## src/rtl/mult_pkg.sv

```systemverilog
// Shared types for the sequential Booth multiplier: FSM states and the
// radix-2 Booth pair decode.
package mult_pkg;

  typedef enum logic [1:0] {
    IDLE = 2'd0,
    RUN  = 2'd1,
    DONE = 2'd2
  } state_t;

  localparam logic [1:0] BOOTH_NOP = 2'b00;
  localparam logic [1:0] BOOTH_ADD = 2'b01;
  localparam logic [1:0] BOOTH_SUB = 2'b10;

  // {Qreg[0], q_m1}: 10 subtracts M, 01 adds M, 00/11 leave A alone.
  function automatic logic [1:0] booth_decode(input logic q0, input logic qm1);
    case ({q0, qm1})
      2'b10:   booth_decode = BOOTH_SUB;
      2'b01:   booth_decode = BOOTH_ADD;
      default: booth_decode = BOOTH_NOP;
    endcase
  endfunction

endpackage

```

## src/rtl/booth_step.sv

```systemverilog
// One combinational radix-2 Booth step: decode, WIDTH+1-bit add/sub on the
// accumulator, then a 1-bit arithmetic right shift of {A, Q, q_m1}.
import mult_pkg::*;

module booth_step #(
  parameter int WIDTH = 32
) (
  input  logic [WIDTH:0]   acc,
  input  logic [WIDTH-1:0] q,
  input  logic             q_m1,
  input  logic [WIDTH-1:0] m,
  output logic [WIDTH:0]   acc_next,
  output logic [WIDTH-1:0] q_next,
  output logic             q_m1_next,
  output logic [1:0]       op
);

  logic [WIDTH:0] m_ext;
  logic [WIDTH:0] sum;

  // The extra accumulator bit keeps A - M exact even for M = -2^(WIDTH-1).
  always_comb begin
    op    = booth_decode(q[0], q_m1);
    m_ext = {m[WIDTH-1], m};
    case (op)
      BOOTH_SUB: sum = acc - m_ext;
      BOOTH_ADD: sum = acc + m_ext;
      default:   sum = acc;
    endcase
    acc_next  = {sum[WIDTH], sum[WIDTH:1]};
    q_next    = {sum[0], q[WIDTH-1:1]};
    q_m1_next = q[0];
  end

endmodule

```

## src/rtl/booth_mult.sv

```systemverilog
// Sequential signed radix-2 Booth multiplier, one Booth step per clock with a
// start/done handshake. Optional macro BOOTH_EARLY_EXIT_EN enables early exit.
import mult_pkg::*;

module booth_mult #(
  parameter int WIDTH = 32,
  parameter int CNTW  = $clog2(WIDTH + 1)
) (
  input  logic               clk,
  input  logic               rst_n,
  input  logic               start,
  input  logic [WIDTH-1:0]   multiplicand,
  input  logic [WIDTH-1:0]   multiplier,
  output logic               busy,
  output logic               done,
  output logic [2*WIDTH-1:0] product,
  output logic [CNTW-1:0]    total_add_ops,
  output logic [CNTW-1:0]    total_sub_ops
);

  state_t           state;
  logic [WIDTH:0]   a_reg;
  logic [WIDTH-1:0] q_reg;
  logic             q_m1;
  logic [WIDTH-1:0] m_reg;
  logic [CNTW-1:0]  step;

  logic [WIDTH:0]   a_next;
  logic [WIDTH-1:0] q_next;
  logic             q_m1_next;
  logic [1:0]       op;

  booth_step #(.WIDTH(WIDTH)) u_step (
    .acc       (a_reg),
    .q         (q_reg),
    .q_m1      (q_m1),
    .m         (m_reg),
    .acc_next  (a_next),
    .q_next    (q_next),
    .q_m1_next (q_m1_next),
    .op        (op)
  );

`ifdef BOOTH_EARLY_EXIT_EN
  logic [WIDTH-1:0]        mask;
  logic [CNTW-1:0]         remaining;
  logic                    exit_now;
  logic signed [2*WIDTH:0] shifted;

  // The low WIDTH-step bits of Qreg plus q_m1 are the unprocessed multiplier
  // bits; if they are uniform every remaining step is a plain shift.
  always_comb begin
    remaining = CNTW'(WIDTH) - step;
    mask      = {WIDTH{1'b1}} >> step;
    exit_now  = q_m1 ? ((q_reg & mask) == mask) : ((q_reg & mask) == '0);
    shifted   = $signed({a_reg, q_reg}) >>> remaining;
  end
`endif

  always_ff @(posedge clk) begin
    if (!rst_n) begin
      state         <= IDLE;
      busy          <= 1'b0;
      done          <= 1'b0;
      product       <= '0;
      total_add_ops <= '0;
      total_sub_ops <= '0;
      a_reg         <= '0;
      q_reg         <= '0;
      q_m1          <= 1'b0;
      m_reg         <= '0;
      step          <= '0;
    end else begin
      case (state)
        IDLE: begin
          done <= 1'b0;
          if (start) begin
            a_reg         <= '0;
            q_reg         <= multiplier;
            q_m1          <= 1'b0;
            m_reg         <= multiplicand;
            step          <= '0;
            total_add_ops <= '0;
            total_sub_ops <= '0;
            product       <= '0;
            busy          <= 1'b1;
            state         <= RUN;
          end
        end
        RUN: begin
`ifdef BOOTH_EARLY_EXIT_EN
          if (exit_now) begin
            a_reg   <= shifted[2*WIDTH:WIDTH];
            q_reg   <= shifted[WIDTH-1:0];
            product <= shifted[2*WIDTH-1:0];
            done    <= 1'b1;
            state   <= DONE;
          end else
`endif
          begin
            a_reg <= a_next;
            q_reg <= q_next;
            q_m1  <= q_m1_next;
            step  <= step + CNTW'(1);
            if (op == BOOTH_SUB) total_sub_ops <= total_sub_ops + CNTW'(1);
            if (op == BOOTH_ADD) total_add_ops <= total_add_ops + CNTW'(1);
            if (step == CNTW'(WIDTH - 1)) begin
              product <= {a_next[WIDTH-1:0], q_next};
              done    <= 1'b1;
              state   <= DONE;
            end
          end
        end
        DONE: begin
          done  <= 1'b0;
          busy  <= 1'b0;
          state <= IDLE;
        end
        default: begin
          done  <= 1'b0;
          busy  <= 1'b0;
          state <= IDLE;
        end
      endcase
    end
  end

endmodule

```

## config.mk

```make
export PLATFORM = sky130hd
export DESIGN_NAME = booth_mult
export DESIGN_NICKNAME = d
export VERILOG_FILES = /design/src/rtl/mult_pkg.sv /design/src/rtl/booth_step.sv /design/src/rtl/booth_mult.sv
export SDC_FILE = /design/constraint.sdc
export NUM_CORES = 1
export LEC_CHECK = 0
export CAP_MARGIN = 20
export CORE_ASPECT_RATIO = 1.4
export CORE_MARGIN = 2
export CORE_UTILIZATION = 45
export CTS_CLUSTER_DIAMETER = 200
export DETAILED_ROUTE_END_ITERATION = 10
export PLACE_DENSITY = 0.79
export RECOVER_POWER = 50
export SLEW_MARGIN = 30
export SYNTH_ARGS = -nofsm -noshare
export SYNTH_HDL_FRONTEND = slang
export SYNTH_SLANG_ARGS = --single-unit
```

## constraint.sdc

```tcl
create_clock -name clk -period 7.2 [get_ports clk]
set_input_delay 1.44 -clock clk [delete_from_list [all_inputs] [get_ports clk]]
set_output_delay 1.44 -clock clk [all_outputs]
set_load 0.005 [all_outputs]
```

==> results of run 1 <==
## synth_stat cells (all sizes together), types with 11 or more instances
cell	count	area [um2]
nand3	52	260
a22oi	11	82.6
buf	15	61.3
nor2	126	475
inv	18	67.6
dfxtp	183	3660
a21oi	64	320
a21o	19	143
nor2b	18	113
nor3	25	125
o221ai	30	263
xnor2	22	193
and3	12	75.1
ha	38	475
a31oi	11	68.8
and2	13	81.3
clkbuf	58	218
o21ai	56	280
a21boi	93	698
xor2	39	342
nand2	190	713
## worst paths after layout
| check | startpoint | end | slack [ps] | depth (start not counted) |
|---|---|---|---|---|
| min reg2reg | product[52] | product[52] | 450 | 1 |
| max reg2reg | q_reg[0] | a_reg[28] | 2370 | 14 |
| min | product[52] | product[52] | 450 | 1 |
| max | rst_n | product[38] | 1870 | 4 |
## where the power goes
group / total (mW) / switching (mW) / internal, mW / leakage [nW]
registers: 1.13 / 0.0568 / 1.07 / 1.49
logic: 0.796 / 0.483 / 0.313 / 2.97
clock network: 0.999 / 0.508 / 0.491 / 0.310
total: 2.92 / 1.05 / 1.88 / 4.78
## per-layer routing
layer	global-route usage, %	routed length [um]	share of wire, %
met5	0	0	0
met4	13.6	1380	5.1
met3	5.49	1490	5.5
met2	42.9	13600	50
met1	26.7	10800	40
## layout by cell type, fill, tap and decap left out, types with 5 or more instances in the layout
cell                                n
sky130_fd_sc_hd__nand2_1          189
sky130_fd_sc_hd__dfxtp_1          183
sky130_fd_sc_hd__nor2_1           122
sky130_fd_sc_hd__a21boi_0          91
sky130_fd_sc_hd__dlygate4sd3_1     76
sky130_fd_sc_hd__clkdlybuf4s50_1   67
sky130_fd_sc_hd__a21oi_1           63
sky130_fd_sc_hd__o21ai_0           55
sky130_fd_sc_hd__nand3_1           52
sky130_fd_sc_hd__xor2_1            39
sky130_fd_sc_hd__ha_1              38
sky130_fd_sc_hd__o221ai_1          30
sky130_fd_sc_hd__nor3_1            25
sky130_fd_sc_hd__xnor2_1           22
sky130_fd_sc_hd__a21o_1            19
sky130_fd_sc_hd__inv_1             18
sky130_fd_sc_hd__nor2b_1           18
sky130_fd_sc_hd__clkbuf_16         17
sky130_fd_sc_hd__and3_1            12
sky130_fd_sc_hd__a31oi_1           11
sky130_fd_sc_hd__and2_1            11
sky130_fd_sc_hd__a22oi_1           11
sky130_fd_sc_hd__o31ai_1            8
sky130_fd_sc_hd__o21a_1             7
sky130_fd_sc_hd__a211oi_1           7
sky130_fd_sc_hd__nor4_1             6
sky130_fd_sc_hd__a32oi_1            6
sky130_fd_sc_hd__nand4_1            6
sky130_fd_sc_hd__clkinv_8           6
sky130_fd_sc_hd__or3_1              5
sky130_fd_sc_hd__o211ai_1           5
sky130_fd_sc_hd__o211a_1            5
sky130_fd_sc_hd__a211o_1            5
sky130_fd_sc_hd__inv_12             5
sky130_fd_sc_hd__buf_4              5
## cell families (layout without fill, tap and decap cells)
logic type / Yosys count / after routing
mux: 6 / 6
buf+inv: 93 / 204
xor+xnor: 61 / 61
simple gates: 480 / 480
fa+ha+maj: 39 / 39
compound gates: 350 / 350
flops: 183 / 183
## area by class of cell
cell class / count / area [um2] / area share (%)
well taps: 260 / 325 / 2.73
flip-flops and latches: 183 / 3660 / 30.7
clock inverters: 15 / 225 / 1.89
multi-input cells: 936 / 5720 / 48.0
repair buffers: 152 / 1480 / 12.5
inverters: 20 / 75.1 / 0.630
clock buffers: 17 / 425 / 3.57
## per-stage QoR
step | hold slack (ps) | instances | total power [mW] | utilization (%)
4_1_cts | 464 | 1583 | 2.94 | 56.3
6_report | 450 | 1583 | 2.92 | 56.2
3_5_place_dp | 447 | 1551 | 1.94 | 53.2
2_1_floorplan | 449 | 1212 | 1.70 | -
5_1_grt | 491 | 1583 | 3.07 | 56.2
3_3_place_gp | 443 | 1551 | 1.93 | 53.2
==> metrics.md, run 1 <==
| Metric | Value |
|---|---|
| Ratio of cells with drive above 1 in the final layout | `4.16%` |
| Slew Limit Headroom | `-141%` |
| Capturing element type of the critical path | `flop` |
| Number of global-route vias before repair | `8856` |
| Maximum number of buffers from clock root to sink | `2` |
| Outcome | `finished, violations left` |
| Final Net Count | `1416` |
| DRC violation count after routing | `0` |
| Pre-CTS worst setup slack | `2530 ps` |
| Worst Path Max Fanout | `100` |
| Number of top-level pins | `145` |
| Num rows | `63` |
| Total clock sinks | `183` |
| Post-synthesis net count | `1318` |
| Die Wd | `128 um` |
| Synthesized area | `9690 um2` |
| HP Class | `reg2reg` |
| Portion of the post-synthesis area used by sequential elements | `a little under two fifths` |
| Num CTS Buffers | `17` |
| Starting density of the core | `45.7%` |
| Clock latency on the worst-skew pair | `approximately 450 ps` |
| Area of the die | `~23000 um2` |
| Synth async-reset ratio | `0%` |
| Delay of the slowest critical-path stage | `2590 ps` |
| Largest net degree at the start of global routing | `101` |
| Routed vias/inst | `between 5 and 6` |
| Fin crit period | `between 5000 and 6000 ps` |
| Final critical-path setup slack | `1870 ps` |
| Count of unique library cells instantiated by Yosys | `65` |
| TritonCTS clock tree | `done` |
| Signed area change from the synthesized netlist to the final layout | `22.9%` |
| Number of gates resized after cts | `0` |
| Crit path arrival time | `5670 ps` |
| Warning count from the yosys run | `0` |
| Max Clock Freq | `188 MHz` |
| Largest reg by FF count | `product` |
| Mux contribution to synthesized area | `less than 1%` |
| Max reg flops | `64` |
| Post-CTS repair timing setup buffer count | `0` |
| Buf/Inv on CP | `2` |
| Area after detailed placement | `about 11000 um2` |
| Post-Synth XOR/XNOR Area | `5.51%` |
| Syn Area/Cell | `about 8 um2` |
| Hold Vio Cnt, Final | `0` |
| DPL Wire Length | `19.0 mm` |
| Average wire length per cell after detail routing | `17.2 um` |
| Core region area | `around 21000 um2` |
| First-pass GRT wire length | `44.1 mm` |
| Total via count in the routed design | `9163` |
| Max VDD drop | `0.000176 V` |
| Pin slew with the least headroom to its limit | `approximately 3600 ps` |
| Leftover overflow at the end of global routing | `0` |
| Basic-gate share of the synthesized area counting and, or, nand and nor cells | `22.3%` |
| 1st-pass router iterations | `6` |
| GPL Wtd Cong | `0.950` |
| Number of H-tree branching levels | `4` |
| Fin Clk Skew | `19.5 ps` |
| Fill cell instance count of the final layout | `1962` |
| Crit path max-delay cell type | `sky130_fd_sc_hd__clkbuf_1` |
| Setup CP Type | `in2reg` |
| Antenna violations before repair | `0` |
| Clock-pin slew reported for the worst setup and hold paths after clock tree synthesis | `80 ps` |
| Final max-slew violation count | `between 200 and 300` |
| Number of synthesized flops with an enable pin | `0` |
| Antenna diode count | `0` |
| Family with the most delay on the worst path | `buffers and inverters` |
| Violations in the final reports | `max-capacitance violations, max-slew violations` |
| Total power divided by cell area | `roughly 250 nW/um2` |
| Number of nets still failing antenna checks after routing | `0` |
| Cell at the root of the clock tree | `sky130_fd_sc_hd__clkbuf_16` |
| Static leakage power | `4.78 nW` |
| Final period util | `74.0%` |
| Number of violations of the max-capacitance limit | `5` |
| Critical Path Source Type | `input pin` |
| Area fraction in compound gates after synthesis | `25.0%` |
| Final wirelength | `27.2 mm` |
| Final number of setup-violating endpoints | `0` |
| Number of hold buffers added after CTS | `0` |
| Chip Height | `178 um` |
| Initial DRC Count | `584` |
| Cells traversed along the worst timing path | `buf_4 -> clkbuf_1 -> nand2_1 -> o21ai_0` |
| Synthesized instance count | `1212` |
| Combinational family with the most area after synthesis | `compound AO/OA/AOI/OAI gates` |
| Required time at the worst-slack endpoint | `7540 ps` |
| GRT Overall Usage | `24.3%` |
| Adder and majority gate portion of the synthesized area | `5.11%` |
| Fin Setup TNS | `0 ps` |
| Synthesized flop and latch total | `183` |
| PortBufs | `144` |
| Flip-flop cell with the highest count after synthesis | `sky130_fd_sc_hd__dfxtp_1` |
| Non-Filler Cell Area, Final | `between 10000 and 15000 um2` |
| Setup repair after global routing missed its margin | `no` |
Note: power is estimated with default switching activity, not from simulation.
==> inputs of run 2 (changes only) <==
--- a/config.mk
+++ b/config.mk
@@ -11,7 +11,7 @@
 export CORE_UTILIZATION = 45
 export CTS_CLUSTER_DIAMETER = 200
 export DETAILED_ROUTE_END_ITERATION = 10
-export PLACE_DENSITY = 0.79
+export PLACE_DENSITY = 0.82
 export RECOVER_POWER = 50
 export SLEW_MARGIN = 30
 export SYNTH_ARGS = -nofsm -noshare
==> constraint.sdc (replaced) <==
create_clock -name clk -period 4.65 [get_ports clk]
set_input_delay 0.93 -clock clk [delete_from_list [all_inputs] [get_ports clk]]
set_output_delay 0.93 -clock clk [all_outputs]
set_load 0.005 [all_outputs]
==> run 2 against run 1 <==
Effect of this change:
- the flow still finishes with violations (max-capacitance violations, max-slew violations)
- total power up 56%
- sequential cell count is the same
- count of clock-buffer cells in the layout did not move
- register-to-register slack lost 2100 ps
- setup slack worse by 1600 ps
- critical endpoint is now a_reg[28]
- largest cell class unchanged
==> metrics.md, run 2 (synthesized netlist as in run 1, its figures left out) <==
| Metric | Value |
|---|---|
| Cell at the root of the clock tree | `sky130_fd_sc_hd__clkbuf_16` |
| Slew Limit Headroom | `-84.6% (+56 points)` |
| Number of hold buffers added after CTS | `0 (unchanged)` |
| Final number of setup-violating endpoints | `0 (unchanged)` |
| Fin Clk Skew | `16.4 ps (-3.06 ps)` |
| Fin crit period | `between 4000 and 5000 ps` |
| Final max-slew violation count | `200 (-31%)` |
| Critical Path Source Type | `flop` |
| Setup repair after global routing missed its margin | `no` |
| Routed length on met2 | `13.9 mm (+2.8%)` |
| Number of nets still failing antenna checks after routing | `0 (unchanged)` |
| Cells traversed along the worst timing path | `inv_1 -> ha_1 -> or4b_1 -> or4_4 -> nor2_2 -> a21oi_1 -> xor2_1 -> ha_1 -> nand2_1 -> or4_1 -> a31oi_1 -> o311ai_0 -> mux2i_1 -> a311oi_1 -> a21boi_0` |
| Crit path arrival time | `4660 ps (-1010 ps)` |
| Num CTS Buffers | `17 (unchanged)` |
| Worst reg2reg path startpoint | `m_reg[0]` |
| Utilization of the core after routing | `56.5% (+0.31 points)` |
| Required time at the worst-slack endpoint | `4950 ps (-2590 ps)` |
| Wire length on met3 | `1.30 mm (-13%)` |
| Clock-pin slew reported for the worst setup and hold paths after clock tree synthesis | `80 ps (about the same)` |
| Pin slew with the least headroom to its limit | `2770 ps (-841 ps)` |
| Average wire length per cell after detail routing | `17.0 um (-1.2%)` |
| Area of the die | `22700 um2 (unchanged)` |
| Capturing element type of the critical path | `flop` |
| Max VDD drop | `0.000280 V (+59%)` |
| Chip Height | `178 um (unchanged)` |
| Largest reg by FF count | `product` |
| Clock latency on the worst-skew pair | `440 ps (about the same)` |
| 1st-pass router iterations | `5 (-1)` |
| Routed length on met1 | `10.7 mm (-1.3%)` |
| Setup CP Type | `reg2reg` |
| Die Wd | `128 um (unchanged)` |
| GRT Overall Usage | `23.9% (-0.36 points)` |
| Area after detailed placement | `11300 um2 (+0.40%)` |
| Delay of the slowest critical-path stage | `530 ps (-2060 ps)` |
| Signed area change from the synthesized netlist to the final layout | `23.6%` |
| Number of H-tree branching levels | `4 (unchanged)` |
| Hold Vio Cnt, Final | `0 (unchanged)` |
| Register-to-Register Path Depth | `15 (+1)` |
| Hold path startpoint | `product[48]` |
| PortBufs | `144 (unchanged)` |
| Maximum number of buffers from clock root to sink | `2 (unchanged)` |
| Final wirelength | `27.0 mm (-0.73%)` |
| Leftover overflow at the end of global routing | `0 (unchanged)` |
| Total power divided by cell area | `380 nW/um2 (+55%)` |
| First-pass GRT wire length | `43.4 mm (-1.5%)` |
| HP Class | `reg2reg` |
| Commonest cells after routing, fill and taps aside | `189 x sky130_fd_sc_hd__nand2_1, 183 x sky130_fd_sc_hd__dfxtp_1, 122 x sky130_fd_sc_hd__nor2_1` |
| Total via count in the routed design | `9139 (-0.26%)` |
| Core region area | `21200 um2 (unchanged)` |
| Antenna violations before repair | `0 (unchanged)` |
| Highest layer used for signal routing | `met4` |
| Worst Path Max Fanout | `6 (-94%)` |
| Largest net degree at the start of global routing | `81 (-20%)` |
| DPL Wire Length | `19.3 mm (+1.7%)` |
| Antenna diode count | `0 (unchanged)` |
| Depth of the worst hold-timing path | `2 (+1)` |
| Final period util | `93.6%` |
| Total clock sinks | `183 (unchanged)` |
| TritonCTS clock tree | `done` |
| Initial DRC Count | `642 (+9.9%)` |
| Outcome | `finished, violations left` |
| Worst-case hold path end point | `product[48]` |
| Final Net Count | `1423 (+0.49%)` |
| Number of top-level pins | `145 (unchanged)` |
| Static leakage power | `4.83 nW (+1.2%)` |
| Violations in the final reports | `max-capacitance violations, max-slew violations` |
| Number of global-route vias before repair | `8786 (-0.79%)` |
| Starting density of the core | `45.7% (unchanged)` |
| Ratio of cells with drive above 1 in the final layout | `4.96% (+0.81 points)` |
| Worst R2R Setup Slack | `300 ps (-2070 ps)` |
| Number of violations of the max-capacitance limit | `4 (-1)` |
| Fin Setup TNS | `0 ps (unchanged)` |
| Commonest non-fill, non-tap cell in the layout | `sky130_fd_sc_hd__nand2_1` |
| GPL Wtd Cong | `0.968 (+1.9%)` |
| Most used cell, CP | `sky130_fd_sc_hd__ha_1` |
| Non-Filler Cell Area, Final | `12000 um2 (+0.56%)` |
| Max Clock Freq | `230 MHz` |
| Num rows | `63 (unchanged)` |
| Post-layout total power | `4.55 mW (+56%)` |
| Max reg flops | `64 (unchanged)` |
| Routed vias/inst | `5.75 (-0.70%)` |
| Crit path max-delay cell type | `sky130_fd_sc_hd__or4b_1` |
| Endpoint of the worst register-to-register path | `a_reg[28]` |
| DRC violation count after routing | `0 (unchanged)` |
run 2: cell count changes in the layout (fill, tap and decap cells not counted), moves of 2 or more:
cell | previous run | this run
sky130_fd_sc_hd__buf_4 | 5 | 13
sky130_fd_sc_hd__clkdlybuf4s50_1 | 67 | 64
sky130_fd_sc_hd__bufinv_16 | 0 | 2
sky130_fd_sc_hd__dlygate4sd3_1 | 76 | 79
sky130_fd_sc_hd__inv_12 | 5 | 0
sky130_fd_sc_hd__inv_8 | 0 | 6
run 2: layout make-up:
class | instances | area [um2]
Fill cell | 1880 | 9220
Multi-Input combinational cell | 936 | 5730
Sequential cell | 183 | 3660
Timing Repair Buffer | 159 | 1540
Clock buffer | 17 | 425
Tap cell | 260 | 325
Clock inverter | 15 | 225
Inverter | 20 | 75.1
run 2: report_power, final:
part | switching (mW) | internal (mW)
clock network | 0.727 | 0.838
logic | 0.748 | 0.490
registers | 0.0870 | 1.66
run 2: through the flow:
| stage | instances | setup WS, ps | hold slack, ps |
|---|---|---|---|
| after floorplan | 1212 | 736 | 449 |
| after global placement | 1558 | 455 | 442 |
| after detailed placement | 1558 | 267 | 448 |
| after CTS | 1590 | 239 | 459 |
| after global routing | 1590 | 35.7 | 474 |
| final | 1590 | 297 | 450 |
run 2: what timing repair did:
action / in CTS / in global routing
endpoints found under the setup margin: 0 / 12
endpoints found under the hold margin: 0 / 0
setup buffers: 0 / 0
resized for setup: 0 / 4
run 2: metal layers:
| layer | up-vias | GRT usage [%] |
|---|---|---|
| met3 | 60 | 5.19 |
| met1 | 4293 | 26.8 |
| met5 | - | 0 |
| met2 | 263 | 42.8 |
| li1 | 4523 | - |
| met4 | 0 | 11.4 |
run 2: worst max-delay path, delay by kind of cell, from the launching register on:
kind                     cells  cell delay, ps
AO/OA/AOI/OAI                5            1060
XOR/XNOR                     1             170
adder cells (fa/ha/maj)      2             540
buffers and inverters        1              80
flip-flops                   1             360
multiplexers                 1             160
AND/OR/NAND/NOR              5            1850
run 2: worst max-delay path by stage:
stage	startpoint	end	slack, ps	cells after the start
final	m_reg[0]	a_reg[28]	300	15
after global placement	m_reg[2]	a_reg[29]	460	15
after detailed placement	m_reg[0]	a_reg[28]	270	15
after global routing	m_reg[0]	a_reg[28]	40	15
after floorplan	m_reg[0]	a_reg[28]	740	15
after CTS	m_reg[2]	a_reg[28]	240	14
